**config.mk**
```make
export PLATFORM = sky130hd
export DESIGN_NAME = pc_redirect_arbiter_flat
export DESIGN_NICKNAME = d
export VERILOG_FILES = /design/src/rtl/pc_redirect_arbiter_pkg.sv /design/src/rtl/pc_redirect_arbiter_if.sv /design/src/rtl/pc_redirect_arbiter_prio_enc.sv /design/src/rtl/pc_redirect_arbiter.sv /design/src/flat_wrapper.sv
export SDC_FILE = /design/constraint.sdc
export NUM_CORES = 1
export LEC_CHECK = 0
export BUFFER_PORTS_ARGS = -buffer_cell sky130_fd_sc_hd__buf_2
export CAP_MARGIN = 20
export CORE_UTILIZATION = 30
export CTS_BUF_LIST = sky130_fd_sc_hd__clkbuf_8 sky130_fd_sc_hd__clkbuf_16
export DETAILED_ROUTE_END_ITERATION = 8
export PLACE_DENSITY = 0.53
export SLEW_MARGIN = 20
export SYNTH_ARGS = -nofsm -noshare
export SYNTH_HDL_FRONTEND = slang
export SYNTH_HIERARCHICAL = 1
export SYNTH_SLANG_ARGS = --single-unit
```
**constraint.sdc**
```tcl
create_clock -name clk -period 2.97 [get_ports clk]
set_input_delay 0.1485 -clock clk [delete_from_list [all_inputs] [get_ports clk]]
set_output_delay 0.1485 -clock clk [all_outputs]
set_load 0.05 [all_outputs]
```
**src/rtl/pc_redirect_arbiter_pkg.sv**
```systemverilog
// rtl/pc_redirect_arbiter_pkg.sv - shared types and constants for the PC redirect arbiter
package pcu_pkg;

   // Default redirect address width.
   localparam int ADDR_W_DEFAULT = 32;

   // Encoding doubles as priority rank: a larger value wins.
   typedef enum logic [1:0] {
      SRC_NONE = 2'd0,
      SRC_BR   = 2'd1,
      SRC_MRET = 2'd2,
      SRC_TRAP = 2'd3
   } redirect_src_e;

   typedef enum logic [1:0] {
      IDLE  = 2'd0,
      ISSUE = 2'd1,
      FLUSH = 2'd2
   } arb_state_e;

endpackage

```
**src/rtl/pc_redirect_arbiter_if.sv**
```systemverilog
// rtl/pc_redirect_arbiter_if.sv - redirect handshake between the arbiter and the PC unit
interface pc_redirect_arbiter_if
   import pcu_pkg::*;
#(
   parameter int ADDR_W = ADDR_W_DEFAULT
);
   logic              pcu_ready_i;
   logic              jump_flag_o;
   logic [ADDR_W-1:0] jump_addr_o;
   logic [1:0]        redirect_src_o;
   logic              flush_o;
   logic              busy_o;

   // Arbiter side: drives the redirect, observes PC unit readiness.
   modport master (
      input  pcu_ready_i,
      output jump_flag_o, jump_addr_o, redirect_src_o, flush_o, busy_o
   );

   // PC unit side.
   modport slave (
      output pcu_ready_i,
      input  jump_flag_o, jump_addr_o, redirect_src_o, flush_o, busy_o
   );
endinterface

```
**src/rtl/pc_redirect_arbiter_prio_enc.sv**
```systemverilog
// rtl/pc_redirect_arbiter_prio_enc.sv - fixed-priority select of trap > mret > branch
module redirect_prio_enc
   import pcu_pkg::*;
#(
   parameter int ADDR_W = ADDR_W_DEFAULT
) (
   input  logic              br_valid,
   input  logic [ADDR_W-1:0] br_addr,
   input  logic              mret_valid,
   input  logic [ADDR_W-1:0] mret_addr,
   input  logic              trap_valid,
   input  logic [ADDR_W-1:0] trap_addr,
   output logic              sel_valid,
   output redirect_src_e     sel_src,
   output logic [ADDR_W-1:0] sel_addr
);

   // Highest-ranked active request wins; the rest are simply not selected.
   always_comb begin
      sel_valid = 1'b0;
      sel_src   = SRC_NONE;
      sel_addr  = '0;
      if (trap_valid) begin
         sel_valid = 1'b1;
         sel_src   = SRC_TRAP;
         sel_addr  = trap_addr;
      end else if (mret_valid) begin
         sel_valid = 1'b1;
         sel_src   = SRC_MRET;
         sel_addr  = mret_addr;
      end else if (br_valid) begin
         sel_valid = 1'b1;
         sel_src   = SRC_BR;
         sel_addr  = br_addr;
      end
   end

endmodule

```
**src/rtl/pc_redirect_arbiter.sv**
```systemverilog
// rtl/pc_redirect_arbiter.sv - redirect sequencer into the PC unit; REDIRECT_CNT_EN adds an accept counter
module pc_redirect_arbiter
   import pcu_pkg::*;
#(
   parameter int ADDR_W       = ADDR_W_DEFAULT,
   parameter int FLUSH_CYCLES = 2
) (
   input  logic                 clk,
   input  logic                 reset,
   pc_redirect_arbiter_if.master pcu,
   input  logic                 br_valid_i,
   input  logic [ADDR_W-1:0]    br_addr_i,
   input  logic                 trap_valid_i,
   input  logic [ADDR_W-1:0]    trap_addr_i,
   input  logic                 mret_valid_i,
   input  logic [ADDR_W-1:0]    mret_addr_i
`ifdef REDIRECT_CNT_EN
   ,
   output logic [31:0]          redirect_cnt_o
`endif
);

   // Instruction fetch is word aligned, so the two low address bits are always cleared.
   localparam logic [ADDR_W-1:0] ADDR_MASK  = ~(ADDR_W'(3));
   localparam logic [3:0]        FLUSH_LOAD = 4'(FLUSH_CYCLES - 1);

   arb_state_e        state_q;
   logic              jump_flag_q;
   logic [ADDR_W-1:0] jump_addr_q;
   redirect_src_e     src_q;
   logic              flush_q;
   logic [3:0]        flush_cnt_q;
   logic              pend_trap_q;
   logic [ADDR_W-1:0] pend_addr_q;

   logic              sel_valid;
   redirect_src_e     sel_src;
   logic [ADDR_W-1:0] sel_addr;

   redirect_prio_enc #(.ADDR_W(ADDR_W)) u_prio (
      .br_valid   (br_valid_i),
      .br_addr    (br_addr_i),
      .mret_valid (mret_valid_i),
      .mret_addr  (mret_addr_i),
      .trap_valid (trap_valid_i),
      .trap_addr  (trap_addr_i),
      .sel_valid  (sel_valid),
      .sel_src    (sel_src),
      .sel_addr   (sel_addr)
   );

   // Redirect FSM: latch a winner, hold it until accepted, then flush; a trap seen late is parked.
   always_ff @(posedge clk) begin
      if (reset) begin
         state_q     <= IDLE;
         jump_flag_q <= 1'b0;
         jump_addr_q <= '0;
         src_q       <= SRC_NONE;
         flush_q     <= 1'b0;
         flush_cnt_q <= '0;
         pend_trap_q <= 1'b0;
         pend_addr_q <= '0;
      end else begin
         case (state_q)
            IDLE: begin
               if (sel_valid) begin
                  state_q     <= ISSUE;
                  jump_flag_q <= 1'b1;
                  jump_addr_q <= sel_addr & ADDR_MASK;
                  src_q       <= sel_src;
               end
            end
            ISSUE: begin
               if (pcu.pcu_ready_i) begin
                  state_q     <= FLUSH;
                  jump_flag_q <= 1'b0;
                  flush_q     <= 1'b1;
                  flush_cnt_q <= FLUSH_LOAD;
                  // The accepted redirect is already gone; a trap that would have replaced it waits.
                  if (trap_valid_i && src_q != SRC_TRAP) begin
                     pend_trap_q <= 1'b1;
                     pend_addr_q <= trap_addr_i;
                  end
               end else if (sel_valid && sel_src > src_q) begin
                  jump_addr_q <= sel_addr & ADDR_MASK;
                  src_q       <= sel_src;
               end
            end
            FLUSH: begin
               if (flush_cnt_q == 4'd0) begin
                  flush_q <= 1'b0;
                  // A trap arriving in the final flush cycle is honoured the same as a parked one.
                  if (pend_trap_q || trap_valid_i) begin
                     state_q     <= ISSUE;
                     jump_flag_q <= 1'b1;
                     jump_addr_q <= (pend_trap_q ? pend_addr_q : trap_addr_i) & ADDR_MASK;
                     src_q       <= SRC_TRAP;
                     pend_trap_q <= 1'b0;
                  end else begin
                     state_q <= IDLE;
                  end
               end else begin
                  flush_cnt_q <= flush_cnt_q - 4'd1;
                  if (trap_valid_i && !pend_trap_q) begin
                     pend_trap_q <= 1'b1;
                     pend_addr_q <= trap_addr_i;
                  end
               end
            end
            default: state_q <= IDLE;
         endcase
      end
   end

`ifdef REDIRECT_CNT_EN
   logic [31:0] redirect_cnt_q;

   // Count each accepted redirect, saturating rather than wrapping.
   always_ff @(posedge clk) begin
      if (reset) begin
         redirect_cnt_q <= '0;
      end else if (state_q == ISSUE && pcu.pcu_ready_i && redirect_cnt_q != 32'hFFFF_FFFF) begin
         redirect_cnt_q <= redirect_cnt_q + 32'd1;
      end
   end

   assign redirect_cnt_o = redirect_cnt_q;
`endif

   assign pcu.jump_flag_o    = jump_flag_q;
   assign pcu.jump_addr_o    = jump_addr_q;
   assign pcu.redirect_src_o = src_q;
   assign pcu.flush_o        = flush_q;
   assign pcu.busy_o         = (state_q != IDLE);

endmodule

```
**src/flat_wrapper.sv**
```systemverilog
// flat-port wrapper written by rule: the top's interface ports become plain ports
module pc_redirect_arbiter_flat import pcu_pkg::*;
#(
   parameter int ADDR_W       = ADDR_W_DEFAULT,
   parameter int FLUSH_CYCLES = 2
)
  (clk, reset, br_valid_i, br_addr_i, trap_valid_i, trap_addr_i, mret_valid_i, mret_addr_i, pcu_pcu_ready_i, pcu_jump_flag_o, pcu_jump_addr_o, pcu_redirect_src_o, pcu_flush_o, pcu_busy_o);
  pc_redirect_arbiter_if #(.ADDR_W(ADDR_W)) pcu_i ();
  input  logic clk;
  input  logic reset;
  input  logic br_valid_i;
  input  logic [ADDR_W-1:0] br_addr_i;
  input  logic trap_valid_i;
  input  logic [ADDR_W-1:0] trap_addr_i;
  input  logic mret_valid_i;
  input  logic [ADDR_W-1:0] mret_addr_i;
  input wire logic [$bits(pcu_i.pcu_ready_i)-1:0] pcu_pcu_ready_i;
  output wire logic [$bits(pcu_i.jump_flag_o)-1:0] pcu_jump_flag_o;
  output wire logic [$bits(pcu_i.jump_addr_o)-1:0] pcu_jump_addr_o;
  output wire logic [$bits(pcu_i.redirect_src_o)-1:0] pcu_redirect_src_o;
  output wire logic [$bits(pcu_i.flush_o)-1:0] pcu_flush_o;
  output wire logic [$bits(pcu_i.busy_o)-1:0] pcu_busy_o;
  assign pcu_i.pcu_ready_i = pcu_pcu_ready_i;
  assign pcu_jump_flag_o = pcu_i.jump_flag_o;
  assign pcu_jump_addr_o = pcu_i.jump_addr_o;
  assign pcu_redirect_src_o = pcu_i.redirect_src_o;
  assign pcu_flush_o = pcu_i.flush_o;
  assign pcu_busy_o = pcu_i.busy_o;
  pc_redirect_arbiter #(.ADDR_W(ADDR_W), .FLUSH_CYCLES(FLUSH_CYCLES)) u_core (.clk(clk), .reset(reset), .pcu(pcu_i), .br_valid_i(br_valid_i), .br_addr_i(br_addr_i), .trap_valid_i(trap_valid_i), .trap_addr_i(trap_addr_i), .mret_valid_i(mret_valid_i), .mret_addr_i(mret_addr_i));
endmodule
```
* Word level (Yosys, flattened, before mapping) *
Cells that the tools add are included.

operators by class
  $add $sub $neg = 1
  $mul = 0
  div/mod/pow operators = 0
  magnitude comparators = 1
  equal/unequal tests = 14
  shifts and indexed selects = 0
  multiplexer cells = 49
  bitwise operators = 0
  reductions and logical operators = 17

operator list
  kind                 count
  $mux 32              13
  $pmux 32 s3          1
  $pmux 32 s2          1
  $mux 2               10
  $mux 1               16
  $reduce_and 5->1     3
  $ne 2x1->1 const B   6
  $pmux 2 s3           2
  $reduce_and 3->1     3
  $mux 4               2
  $ne 2x2->1 const B   4
  $pmux 4 s2           1
  $reduce_and 6->1     1
  $logic_not 4->1      1
  $pmux 1 s2           2
  $reduce_bool 2->1    2
  $sub 4x1->4 const B  1
  $logic_and 1x1->1    3
  $ne 3x1->1 const B   1
  $ne 3x3->1 const B   1
  $pmux 1 s3           1
  $reduce_bool 3->1    1
  $eq 2x1->1 const B   1
  $eq 2x2->1 const B   1
  other kinds (4)      4

storage, ports and cells
  flip-flop bits (word level) = 75
  latch bits = 0
  RAM bits = 0
  memory bits (read-only) = 0
  input bits = 102
  memories = 0

* Logic depth before layout (Yosys ltp) *
  word-level depth = 8
  mapped depth = 11
  mapped depth without buffers = 8

* Cells and area by module *
The synthesis kept the hierarchy.

modules (own cells, without submodules)
  module               instances  cells each  area an instance (um2)  seq. area each (um2)
  pc_redirect_arbiter  1          405         3,886.2                 1,421.4
  redirect_prio_enc    1          150         1,183.6                 0.0

* Worst setup path before layout *
Ideal clock, no wire load.

  path kind = register -> register
  from = register u_core.src_q[1] (netlist: u_core/pcu.redirect_src_o[1])
  to = register u_core.src_q[0] (netlist: u_core/pcu.redirect_src_o[0])
  library setup time = 0.123 ns
  data arrival time = 1.903 ns
  required time = 2.847 ns
  slack = 0.944 ns
  stages on the path, launching flop included = 8
  period minus slack after synthesis = 2.026 ns
  path through = dfxtp_1 > inv_1 > ha_1 > nor2b_1 > o211ai_1 > a21o_1 > buf_6 > mux2_1

between the ends
  cells in the longest elaborated chain, start to end = 4

ends and longest elaborated chain
  item                               RTL line                   source
  start: declaration                 pc_redirect_arbiter.sv:30  redirect_src_e src_q;
  start signal: assignment           pc_redirect_arbiter.sv:70  src_q <= sel_src;
  start signal: assignment           pc_redirect_arbiter.sv:86  src_q <= sel_src;
  $gt 2x2->1                         pc_redirect_arbiter.sv:84  end else if (sel_valid && sel_src > src_q) begin
  $logic_and 1x1->1                  pc_redirect_arbiter.sv:84
  $ne 2x1->1 (no source line)        n/a
  $reduce_and 6->1 (no source line)  n/a

Every way passes these cells.
A chain may end at the register's enable or synchronous reset.

* Worst setup path after layout *
  from = register u_core.flush_cnt_q[0]
  to = register u_core.jump_addr_q[26] (netlist: u_core/pcu.jump_addr_o[26])

between the ends
  cells in the longest elaborated chain, start to end = 3

ends and longest elaborated chain
  item                               RTL line                    source
  start: declaration                 pc_redirect_arbiter.sv:32   logic [3:0] flush_cnt_q;
  start signal: assignment           pc_redirect_arbiter.sv:103  flush_cnt_q <= flush_cnt_q - 4'd1;
  $logic_not 4->1                    pc_redirect_arbiter.sv:90   if (flush_cnt_q == 4'd0) begin
  $ne 2x1->1 (no source line)        n/a
  $reduce_and 6->1 (no source line)  n/a
  end signal: assignment             pc_redirect_arbiter.sv:69   jump_addr_q <= sel_addr & ADDR_MASK;
  end signal: assignment             pc_redirect_arbiter.sv:85   jump_addr_q <= sel_addr & ADDR_MASK;
  end signal: assignment             pc_redirect_arbiter.sv:96   jump_addr_q <= (pend_trap_q ? pend_addr_q : trap_addr_i) & ADDR_MASK;
  end: declaration                   pc_redirect_arbiter.sv:29   logic [ADDR_W-1:0] jump_addr_q;

Every way passes these cells.

==> results.sh <==
export IMPL_grt_max_degree=114
export IMPL_synthCells=547
export IMPL_grt_pass1_wl_mm=20.9
export IMPL_power_density_nw_per_um2=528
export IMPL_grt_overflow_total=0
export IMPL_setup_viol=0
export IMPL_fp_dieW_um=131
export IMPL_totalWireLength_mm=12.6
export IMPL_slew_headroom_pct=41.1
export IMPL_skew_ns=0.00802
export IMPL_dp_slack_ns=0.494
export IMPL_tns_ns=0
export IMPL_place_gp_congestion=0.786
export IMPL_vias=4150
export IMPL_grt_pass1_vias=4152
export IMPL_die_y_um=131
export IMPL_cts_hold_fix_buffers=0
export IMPL_core_um2=16100
export IMPL_final_nets=754
export IMPL_synth_area_per_cell_um2=9.17
export IMPL_fin_crit_sh_pct=78.9
export IMPL_max_stage_delay_ns=0.56
export IMPL_rows=46
export IMPL_syn_to_final_growth_pct=19.1
export IMPL_slew_violations=0
export IMPL_start_util_pct=31.1
export IMPL_dr_pass1_iters=4
export IMPL_antenna_left=0
export IMPL_antenna_found_initial=1
export IMPL_io_pin_count=139
export IMPL_status="completed"
export IMPL_clk_pin_slew_worst_paths_ns=0.06
export IMPL_cp_slowest_cell="a21o_2"
export IMPL_grt_setup_unrepaired="no"
export IMPL_viasPerCell=4.77
export IMPL_setup_worst_path_start_class="flop"
export IMPL_cellLeakagePower_nw=2.37
export IMPL_final_core_util_pct=37.1
export IMPL_drive_gt1_share_pct=34.8
export IMPL_portBuffers=130
export IMPL_irDropWorstVdd_mv=0.254
export IMPL_hpwl_mm=8.86
export IMPL_ctsResizeCount=0
export IMPL_layout_min_cycle_time_ns=2.34
export IMPL_setup_ws_ns=0.626
export IMPL_worst_setup_path_type="flop to flop"
export IMPL_wl_per_cell_um=14.5
export IMPL_worstSkewPairLatency_ns=0.34
export IMPL_syn_area_um2=5010
export IMPL_clock_path_buffers=2
export IMPL_gr_usage_all_layers_pct=15.1
export IMPL_drc=0
export IMPL_required_ns=3.23
export IMPL_post_cts_buffers=0
export IMPL_clock_sinks=71
export IMPL_yosys_warnings=6
export IMPL_cts_tree="yes"
export IMPL_cts_made_buffers=9
export IMPL_htree_levels=3
export IMPL_arrival_ns=2.60
export IMPL_clock_fmax_mhz=427
export IMPL_crit_chain="inv_1 > ha_1 > nor3b_4 > a211oi_2 > a21o_2 > buf_4 > mux2i_1"
export IMPL_tightest_slew_ns=0.883
export IMPL_drt_iter0_markers=185
export IMPL_worstPathMaxFanout=19
export IMPL_hold_class="input pin to flop"
export IMPL_cp_end_kind="flop"
export IMPL_cts_root_buffer="clkbuf_16"
export IMPL_die_area_um2=17200
export IMPL_hold_viol=0
export IMPL_max_cap_viol_count=0
-- worst paths after layout --
path              cells after the start  slack, ns                   start                          to
hold reg to reg                       2       0.47  u_core/pend_addr_q[25]      u_core/pend_addr_q[25]
setup reg to reg                      7       0.63   u_core/flush_cnt_q[0]  u_core/pcu.jump_addr_o[26]
setup / recovery                      7       0.63   u_core/flush_cnt_q[0]  u_core/pcu.jump_addr_o[26]
hold / removal                        3        0.1          trap_addr_i[3]       u_core/pend_addr_q[3]
-- placed cells by master (no fill, tap or decap), types with 2 or more instances in the layout --
| cell | instances |
|---|---|
| nor3_1 | 6 |
| clkbuf_16 | 9 |
| nand3_1 | 2 |
| clkinv_2 | 2 |
| inv_1 | 6 |
| xor2_1 | 2 |
| nor2b_1 | 33 |
| buf_4 | 13 |
| ha_1 | 4 |
| mux2i_1 | 90 |
| nand3b_1 | 31 |
| nand2b_1 | 91 |
| a21oi_2 | 58 |
| nor2_1 | 36 |
| a211oi_1 | 2 |
| buf_2 | 129 |
| a211o_1 | 30 |
| a21oi_1 | 6 |
| a21o_1 | 2 |
| conb_1 | 2 |
| dfxtp_1 | 70 |
| clkbuf_8 | 2 |
| o21ai_0 | 2 |
-- power breakdown --
part	internal [mW]	total (mW)	switching [mW]
registers	1.04	1.10	0.0562
logic	0.349	0.947	0.598
clock network	0.694	1.11	0.412
total	2.09	3.15	1.07
-- worst max-delay path, delay by kind of cell, from the launching register on --
kind	cells	cell delay, ns
adder cells (fa/ha/maj)	1	0.22
multiplexers	1	0.21
flip-flops	1	0.37
buffers and inverters	2	0.40
AO/OA/AOI/OAI	2	0.89
AND/OR/NAND/NOR	1	0.17
-- registers in the layout (all words and copies together) (netlist names) --
| register | flops |
|---|---|
| u_core/pcu.jump_addr_o | 30 |
| u_core/pcu.jump_flag_o | 1 |
| u_core/pcu.redirect_src_o | 2 |
| u_core/state_q | 2 |
| u_core/pend_trap_q | 1 |
| u_core/pend_addr_q | 30 |
| u_core/pcu.flush_o | 1 |
| u_core/flush_cnt_q | 4 |
-- layer usage --
metal  vias up  routed length [um]  global-route usage (%)  share of wire (%)
li1       2088                   -                       -                  -
met1      1954                5910                    18.3                 47
met2       100                5980                    25.8                 47
met3         8                 621                    3.63                4.9
met4         0                 133                    5.23                1.1
met5         -                   0                       0                  0
-- cell type report --
class	instances	area [um2]
fill	1711	10100
multi-input combinational	417	3180
sequential	71	1420
timing repair buffer	143	763
tap	216	270
clock buffer	11	253
clock inverter	5	56.3
inverter	6	22.5
antenna	1	2.50
-- stage by stage --
| step | power (mW) | instances | hold slack (ns) | area (um2) |
|---|---|---|---|---|
| 2_1_floorplan | 1.85 | 548 | 0.304 | 5020 |
| 3_3_place_gp | 2.05 | 853 | 0.435 | 5660 |
| 3_5_place_dp | 2.07 | 853 | 0.442 | 5660 |
| 4_1_cts | 3.20 | 869 | 0.0854 | 5970 |
| 5_1_grt | 3.32 | 869 | 0.0962 | 5970 |
| 6_report | 3.15 | 870 | 0.0969 | 5970 |
(Power assumes the default switching activity.)
